<file path="config.mk">
export PLATFORM = sky130hd
export DESIGN_NAME = dfh_scratch_walker
export DESIGN_NICKNAME = d
export VERILOG_FILES = /design/src/rtl/dfh_scratch_walker.sv
export SDC_FILE = /design/constraint.sdc
export NUM_CORES = 2
export LEC_CHECK = 0
export BUFFER_PORTS_ARGS = -buffer_cell sky130_fd_sc_hd__buf_2
export CORE_AREA = 5 5 576 578
export CTS_BUF_LIST = sky130_fd_sc_hd__clkbuf_4
export CTS_CLUSTER_SIZE = 25
export DETAILED_ROUTE_END_ITERATION = 10
export DIE_AREA = 0 0 581 583
export PLACE_DENSITY_LB_ADDON = 0.08
export SYNTH_ARGS = -nofsm -noshare
export SYNTH_HDL_FRONTEND = slang
export SYNTH_SLANG_ARGS = --single-unit
export TNS_END_PERCENT = 1
</file>
<file path="constraint.sdc">
create_clock -name clk -period 10.4 [get_ports clk]
set_input_delay 0.52 -clock clk [delete_from_list [all_inputs] [get_ports clk]]
set_output_delay 0.52 -clock clk [all_outputs]
set_load 0.01 [all_outputs]
</file>
<file path="src/rtl/dfh_scratch_walker.sv">
// dfh_scratch_walker: walks a DFH chain, matches each GUID against a table and scratch-tests matched features.
// Ports: clk/rst_n (async active-low); start/base_addr launch a walk; tbl_guid/tbl_scratch hold
// per-feature GUIDs and scratch offsets; req_*/rsp_* form a single-outstanding CSR bus;
// busy/done/error report progress; found_mask/pass_mask report per-feature results.
// Define DFH_WALK_RESTORE_EN to save and restore each original scratch value around the test.
module dfh_scratch_walker #(
  parameter int          NUM_FEAT    = 9,
  parameter int          ADDR_W      = 24,
  parameter int          MAX_HOPS    = 64,
  parameter int          RSP_TIMEOUT = 256,
  parameter logic [63:0] PATTERN     = 64'hA5A5_5A5A_0F0F_F0F0
) (
  input  logic                    clk,
  input  logic                    rst_n,
  input  logic                    start,
  input  logic [ADDR_W-1:0]       base_addr,
  input  logic [NUM_FEAT*128-1:0] tbl_guid,
  input  logic [NUM_FEAT*16-1:0]  tbl_scratch,
  output logic                    req_valid,
  input  logic                    req_ready,
  output logic                    req_write,
  output logic [ADDR_W-1:0]       req_addr,
  output logic [63:0]             req_wdata,
  input  logic                    rsp_valid,
  input  logic [63:0]             rsp_rdata,
  output logic                    busy,
  output logic                    done,
  output logic                    error,
  output logic [NUM_FEAT-1:0]     found_mask,
  output logic [NUM_FEAT-1:0]     pass_mask
);
  localparam int IW = NUM_FEAT > 1 ? $clog2(NUM_FEAT) : 1;
  localparam int HW = $clog2(MAX_HOPS + 1);
  localparam int TW = $clog2(RSP_TIMEOUT + 1);

  typedef enum logic [3:0] {
    IDLE, RD_DFH, RD_GUID_L, RD_GUID_H, MATCH, RD_ORIG, WR_SCR,
    RD_SCR, CHECK, WR_RESTORE, NEXT, DONE
  } state_t;

`ifdef DFH_WALK_RESTORE_EN
  localparam state_t SCR_FIRST = RD_ORIG;
  localparam state_t SCR_LAST  = WR_RESTORE;
`else
  localparam state_t SCR_FIRST = WR_SCR;
  localparam state_t SCR_LAST  = NEXT;
`endif

  state_t              state_q, state_d;
  logic                req_valid_q, req_valid_d, req_write_q, req_write_d;
  logic [ADDR_W-1:0]   req_addr_q, req_addr_d, addr_q, addr_d;
  logic [63:0]         req_wdata_q, req_wdata_d;
  logic                pend_q, pend_d;
  logic [TW-1:0]       tmr_q, tmr_d;
  logic [24:0]         dfh_q, dfh_d;
  logic [63:0]         gl_q, gl_d, gh_q, gh_d, scr_q, scr_d, orig_q, orig_d;
  logic [IW-1:0]       idx_q, idx_d, midx;
  logic [HW-1:0]       hops_q, hops_d;
  logic [NUM_FEAT-1:0] found_q, found_d, pass_q, pass_d;
  logic                err_q, err_d;
  logic                is_rd, is_wr, hit, ok;
  logic [15:0]         scr_off;
  logic [ADDR_W-1:0]   acc_addr;
  state_t              adv;

  // Descending scan so the lowest matching index wins.
  always_comb begin
    hit  = 1'b0;
    midx = '0;
    for (int i = NUM_FEAT - 1; i >= 0; i--)
      if (tbl_guid[128*i +: 128] == {gh_q, gl_q}) begin
        hit  = 1'b1;
        midx = IW'(i);
      end
  end

  always_comb begin
    is_rd    = state_q inside {RD_DFH, RD_GUID_L, RD_GUID_H, RD_ORIG, RD_SCR};
    is_wr    = state_q inside {WR_SCR, WR_RESTORE};
    scr_off  = tbl_scratch[16*idx_q +: 16];
    ok       = scr_q == (PATTERN ^ 64'(idx_q));
    acc_addr = state_q == RD_DFH    ? addr_q :
               state_q == RD_GUID_L ? addr_q + ADDR_W'(8) :
               state_q == RD_GUID_H ? addr_q + ADDR_W'(16) : addr_q + ADDR_W'(scr_off);
    adv      = state_q == RD_DFH    ? RD_GUID_L :
               state_q == RD_GUID_L ? RD_GUID_H :
               state_q == RD_GUID_H ? MATCH :
               state_q == RD_ORIG   ? WR_SCR :
               state_q == WR_SCR    ? RD_SCR :
               state_q == RD_SCR    ? CHECK : NEXT;
    state_d     = state_q;
    req_valid_d = req_valid_q;
    req_write_d = req_write_q;
    req_addr_d  = req_addr_q;
    req_wdata_d = req_wdata_q;
    pend_d      = pend_q;
    tmr_d       = tmr_q;
    addr_d      = addr_q;
    dfh_d       = dfh_q;
    gl_d        = gl_q;
    gh_d        = gh_q;
    scr_d       = scr_q;
    orig_d      = orig_q;
    idx_d       = idx_q;
    hops_d      = hops_q;
    found_d     = found_q;
    pass_d      = pass_q;
    err_d       = err_q;
    // Bus access states: issue once, then wait for accept (and response for reads).
    if ((is_rd || is_wr) && !req_valid_q && !pend_q) begin
      req_valid_d = 1'b1;
      req_write_d = is_wr;
      req_addr_d  = acc_addr;
      req_wdata_d = !is_wr ? '0 : state_q == WR_RESTORE ? orig_q : PATTERN ^ 64'(idx_q);
    end
    if (req_valid_q && req_ready) begin
      req_valid_d = 1'b0;
      state_d     = req_write_q ? adv : state_q;
      pend_d      = !req_write_q;
      tmr_d       = '0;
    end
    if (pend_q && rsp_valid) begin
      pend_d  = 1'b0;
      state_d = adv;
      dfh_d   = state_q == RD_DFH    ? rsp_rdata[40:16] : dfh_q;
      hops_d  = state_q == RD_DFH    ? hops_q + 1'b1 : hops_q;
      gl_d    = state_q == RD_GUID_L ? rsp_rdata : gl_q;
      gh_d    = state_q == RD_GUID_H ? rsp_rdata : gh_q;
      orig_d  = state_q == RD_ORIG   ? rsp_rdata : orig_q;
      scr_d   = state_q == RD_SCR    ? rsp_rdata : scr_q;
    end else if (pend_q && tmr_q == TW'(RSP_TIMEOUT - 1)) begin
      pend_d  = 1'b0;
      err_d   = 1'b1;
      state_d = DONE;
    end else if (pend_q) begin
      tmr_d = tmr_q + 1'b1;
    end
    if (state_q == IDLE && start) begin
      state_d = RD_DFH;
      addr_d  = base_addr;
      hops_d  = '0;
      found_d = '0;
      pass_d  = '0;
      err_d   = 1'b0;
    end else if (state_q == MATCH) begin
      state_d = hit ? SCR_FIRST : NEXT;
      idx_d   = hit ? midx : idx_q;
    end else if (state_q == CHECK) begin
      // Only the first occurrence can set pass; any later failure clears it for good.
      state_d        = SCR_LAST;
      pass_d[idx_q]  = found_q[idx_q] ? pass_q[idx_q] & ok : ok;
      found_d[idx_q] = 1'b1;
    end else if (state_q == NEXT) begin
      state_d = dfh_q[24] || dfh_q[23:0] == '0 ? DONE :
                hops_q == HW'(MAX_HOPS)       ? DONE : RD_DFH;
      err_d   = err_q || (!dfh_q[24] && dfh_q[23:0] != '0 && hops_q == HW'(MAX_HOPS));
      addr_d  = addr_q + ADDR_W'(dfh_q[23:0]);
    end else if (state_q == DONE) begin
      state_d = IDLE;
    end
  end

  always_ff @(posedge clk or negedge rst_n) begin
    if (!rst_n) begin
      state_q     <= IDLE;
      req_valid_q <= 1'b0;
      req_write_q <= 1'b0;
      req_addr_q  <= '0;
      req_wdata_q <= '0;
      pend_q      <= 1'b0;
      tmr_q       <= '0;
      addr_q      <= '0;
      dfh_q       <= '0;
      gl_q        <= '0;
      gh_q        <= '0;
      scr_q       <= '0;
      orig_q      <= '0;
      idx_q       <= '0;
      hops_q      <= '0;
      found_q     <= '0;
      pass_q      <= '0;
      err_q       <= 1'b0;
    end else begin
      state_q     <= state_d;
      req_valid_q <= req_valid_d;
      req_write_q <= req_write_d;
      req_addr_q  <= req_addr_d;
      req_wdata_q <= req_wdata_d;
      pend_q      <= pend_d;
      tmr_q       <= tmr_d;
      addr_q      <= addr_d;
      dfh_q       <= dfh_d;
      gl_q        <= gl_d;
      gh_q        <= gh_d;
      scr_q       <= scr_d;
      orig_q      <= orig_d;
      idx_q       <= idx_d;
      hops_q      <= hops_d;
      found_q     <= found_d;
      pass_q      <= pass_d;
      err_q       <= err_d;
    end
  end

  assign req_valid  = req_valid_q;
  assign req_write  = req_write_q;
  assign req_addr   = req_addr_q;
  assign req_wdata  = req_wdata_q;
  assign busy       = state_q != IDLE;
  assign done       = state_q == DONE;
  assign error      = err_q;
  assign found_mask = found_q;
  assign pass_mask  = pass_q;
endmodule

</file>
==> run_results.csv <==
group,metric,value,unit
place,place_congestion,0.914,
route,ant_nets,0,
sta,finalSetupTns,0,ns
place,place_area,48000,um2
sta,worst_slew_pin_slew,1.58,ns
status,violations,"max-capacitance violations, max-slew violations",
worst_hold_path,min_from,"base_addr[2]",
sta,fin_crit_sh,53.4,%
logic_synthesis,synth_edf_count,0,
global_routing,grt_pass1_vias,40355,
worst_hold_path,hp-class,"primary input to register",
clock_tree,htreeDepth,4,
finish,nNetsFinal,6827,
global_routing,antenna_found_initial,355,
clock_tree,root_buffer,"clkbuf_4",
power,power.density,286,nW/um2
route,viasPerCell,4.06,
logic_synthesis,ys_warn_count,0,
worst_setup_path,worstPathRequired,11.44,ns
route,wl,418000,um
power,leakage,21.6,nW
clock_tree,cts_resized,0,
finish,postLayoutCellArea,52200,um2
logic_synthesis,synth-async-reset-ratio,100,%
logic_synthesis,syn_nets,5104,
logic_synthesis,syn_inst,3668,
power,ir_drop,99.4,uV
worst_setup_path,critPathArrivalTime,6.59,ns
logic_synthesis,ys_seq_area_share,31.8,%
global_routing,grtUsageTotal,23.6,%
worst_hold_path,hold_depth,4,
clock_tree,clock_path_buffers,4,
sta,final.min_clock_period,5.55,ns
floorplan,ios,1500,
sta,setup_violations,0,
floorplan,initial_core_util,10.6,%
worst_setup_path,cp-start-kind,"register",
logic_synthesis,synth-seq-cells,439,
worst_setup_path,r2r-end,"req_addr[12]$_DFFE_PN0P_",
clock_tree,cts_setup_buffers,0,
status,status,"finished with violations",
finish,area_growth_syn_to_layout,51.2,%
worst_setup_path,rr_startpoint,"idx_q[0]$_DFFE_PN0P_",
global_routing,grt_max_degree,78,
floorplan,die_x,581,um
sta,rsz0062_at_grt,"no",
place,io_buffer_count,1499,
power,power.total,14.9,mW
worst_setup_path,cp-end-kind,"register",
worst_setup_path,crit_type,"register to register",
worst_setup_path,r2r_cells,16,
floorplan,die_y,583,um
route,vias,41299,
clock_tree,postCtsHoldBufs,133,
clock_tree,cts_tree,"yes",
job,maxCapViolations,1,
route,dr.first_iter.drc_count,4493,
finish,final_util,16.0,%
worst_hold_path,min_to,"addr_q[2]$_DFFE_PN0P_",
floorplan,row_count,210,
global_routing,grt_remaining_overflow,0,
route,drcViolationCount,0,
route,firstDrtPassIters,5,
logic_synthesis,syn_area_per_cell,9.42,um2
sta,report.final.slew_viol_count,2,
finish,multi_input_area,22500,um2
logic_synthesis,ys_types,75,
finish,n_fill_cell,37405,
global_routing,grt_pass1_wl,508000,um
sta,slew-limit-headroom,-5.94,%
sta,hold_viol_final,0,
clock_tree,clkLatencyLatePin,1.22,ns
logic_synthesis,synthFlopType,"dfrtp_1",
logic_synthesis,syn-cell-area,34500,um2
floorplan,dieArea,339000,um2
sta,max_freq,180,MHz
finish,seq_area,11100,um2
route,wl_per_cell,41.0,um
worst_setup_path,reg2reg_slack,4.85,ns
worst_setup_path,startpoint,"idx_q[0]$_DFFE_PN0P_",
finish,drive_above_1_share,42.5,%
clock_tree,cts.sinks,439,
worst_setup_path,path_max_fanout,31,
clock_tree,numCtsBuffers,169,
sta,fin_skew,0.129,ns
floorplan,core,326000,um2
place,dp_hpwl,349000,um
clock_tree,path_clk_slew,0.06,ns
## kinds of logic (layout without fill, tap and decap cells)
family | Yosys count | after routing | share of synthesized area, %
xor+xnor | 1142 | 1142 | 29.0
simple gates | 992 | 992 | 15.0
flops | 439 | 439 | 31.8
compound gates | 433 | 433 | 7.65
mux | 317 | 317 | 11.3
buf+inv | 298 | 2133 | 3.51
fa+ha+maj | 47 | 47 | 1.75
other cells | 0 | 333 | 0
## synth_stat cells, types with 13 or more instances
master / count / area (um2)
nor2_1: 147 / 552
buf_1: 18 / 67.6
nor4_1: 135 / 845
o21ai_0: 148 / 741
o22ai_1: 16 / 100
ha_1: 45 / 563
inv_1: 61 / 229
mux4_2: 33 / 743
dfrtp_1: 439 / 11000
nor2b_1: 13 / 81.3
xnor2_1: 851 / 7450
a21o_1: 16 / 120
buf_2: 24 / 120
a21oi_1: 115 / 576
nand2_1: 258 / 968
nor3_1: 27 / 135
nand3_1: 58 / 290
clkbuf_1: 186 / 698
nand2b_1: 31 / 194
mux2i_1: 26 / 260
a31oi_1: 16 / 100
a221oi_1: 15 / 131
mux2_2: 257 / 2890
and3_1: 22 / 138
nand4_1: 246 / 1540
xor2_1: 291 / 2550
## layout make-up
| class | instances | area share (%) |
|---|---|---|
| multi-input cells | 2931 | 43.1 |
| flip-flops and latches | 439 | 21.3 |
| repair buffers | 1789 | 19.2 |
| well taps | 4346 | 10.4 |
| clock buffers | 246 | 3.53 |
| diodes | 333 | 1.60 |
| inverters | 61 | 0.438 |
| clock inverters | 37 | 0.431 |
## state kept, by name (all words and copies together) (netlist names), 24 cells and up
name	flops
gh_q	64
gl_q	64
orig_q	64
req_wdata	64
scr_q	64
dfh_q	25
addr_q	24
req_addr	24
## how the worst max path moves through the flow
stage / endpoint / depth (start not counted)
detailed placement: idx_q[0]$_DFFE_PN0P_ / 9
global route: req_addr[12]$_DFFE_PN0P_ / 16
CTS: req_addr[12]$_DFFE_PN0P_ / 16
global placement: idx_q[0]$_DFFE_PN0P_ / 10
finish: req_addr[12]$_DFFE_PN0P_ / 16
floorplan: req_addr[19]$_DFFE_PN0P_ / 16
## critical path, cell delays in order, from the launching register on
cell and delay [ns]:
dfrtp_2 0.57, buf_4 0.57, mux4_2 0.58, mux2i_1 0.34, o21ai_0 0.15, ha_1 0.34
nor2b_1 0.17, o2111ai_1 0.25, nand3_1 0.20, a31oi_1 0.28, o21bai_1 0.15, a21o_1 0.21
a2111o_1 0.40, dlygate4sd3_1 0.55, o211ai_1 0.08, dlygate4sd3_1 0.56, nand2_1 0.04
## per-stage QoR
step / hold slack, ns / instances / setup WS (ns)
2_1_floorplan: 0.224 / 3668 / 5.77
3_3_place_gp: 0.450 / 9429 / 4.52
3_5_place_dp: 0.454 / 9432 / 5.08
4_1_cts: 0.00416 / 9848 / 4.81
5_1_grt: 0.0513 / 10088 / 4.58
6_report: 0.186 / 10182 / 4.85
## power by group
part	switching (mW)	internal [mW]	leakage, nW
clock	1.05	1.14	1.23
combinational	5.45	3.03	14.7
sequential	1.91	2.35	5.63
## placed cells by master (no fill, tap or decap), types with 9 or more instances in the layout
cell / n
a21o_1: 16
mux2i_1: 26
nor4_2: 19
nor4_1: 116
nor2_1: 141
clkinv_1: 30
o31ai_1: 9
dlygate4sd3_1: 132
xor2_1: 291
a22o_1: 9
nand2_1: 257
mux4_2: 33
diode_2: 333
a211oi_1: 11
clkbuf_4: 246
ha_1: 45
nor3_1: 25
buf_2: 1499
a221oi_1: 15
and3_1: 21
dfrtp_2: 93
dfrtp_1: 346
a21oi_1: 115
xnor2_1: 851
a31oi_1: 16
buf_4: 155
inv_1: 61
o21ai_0: 148
nand4_1: 246
nor2b_1: 13
or3_1: 11
mux2_2: 257
o22ai_1: 16
nand3_1: 58
nand2b_1: 31
## per-layer routing
metal	global-route usage [%]	vias up	share of wire, %
li1	-	16800	-
met1	31.9	21300	44
met2	37.5	2419	45
met3	4.55	710	6.8
met4	7.75	70	4.0
met5	0	-	0.12
Power figures use the tool's default switching activity.
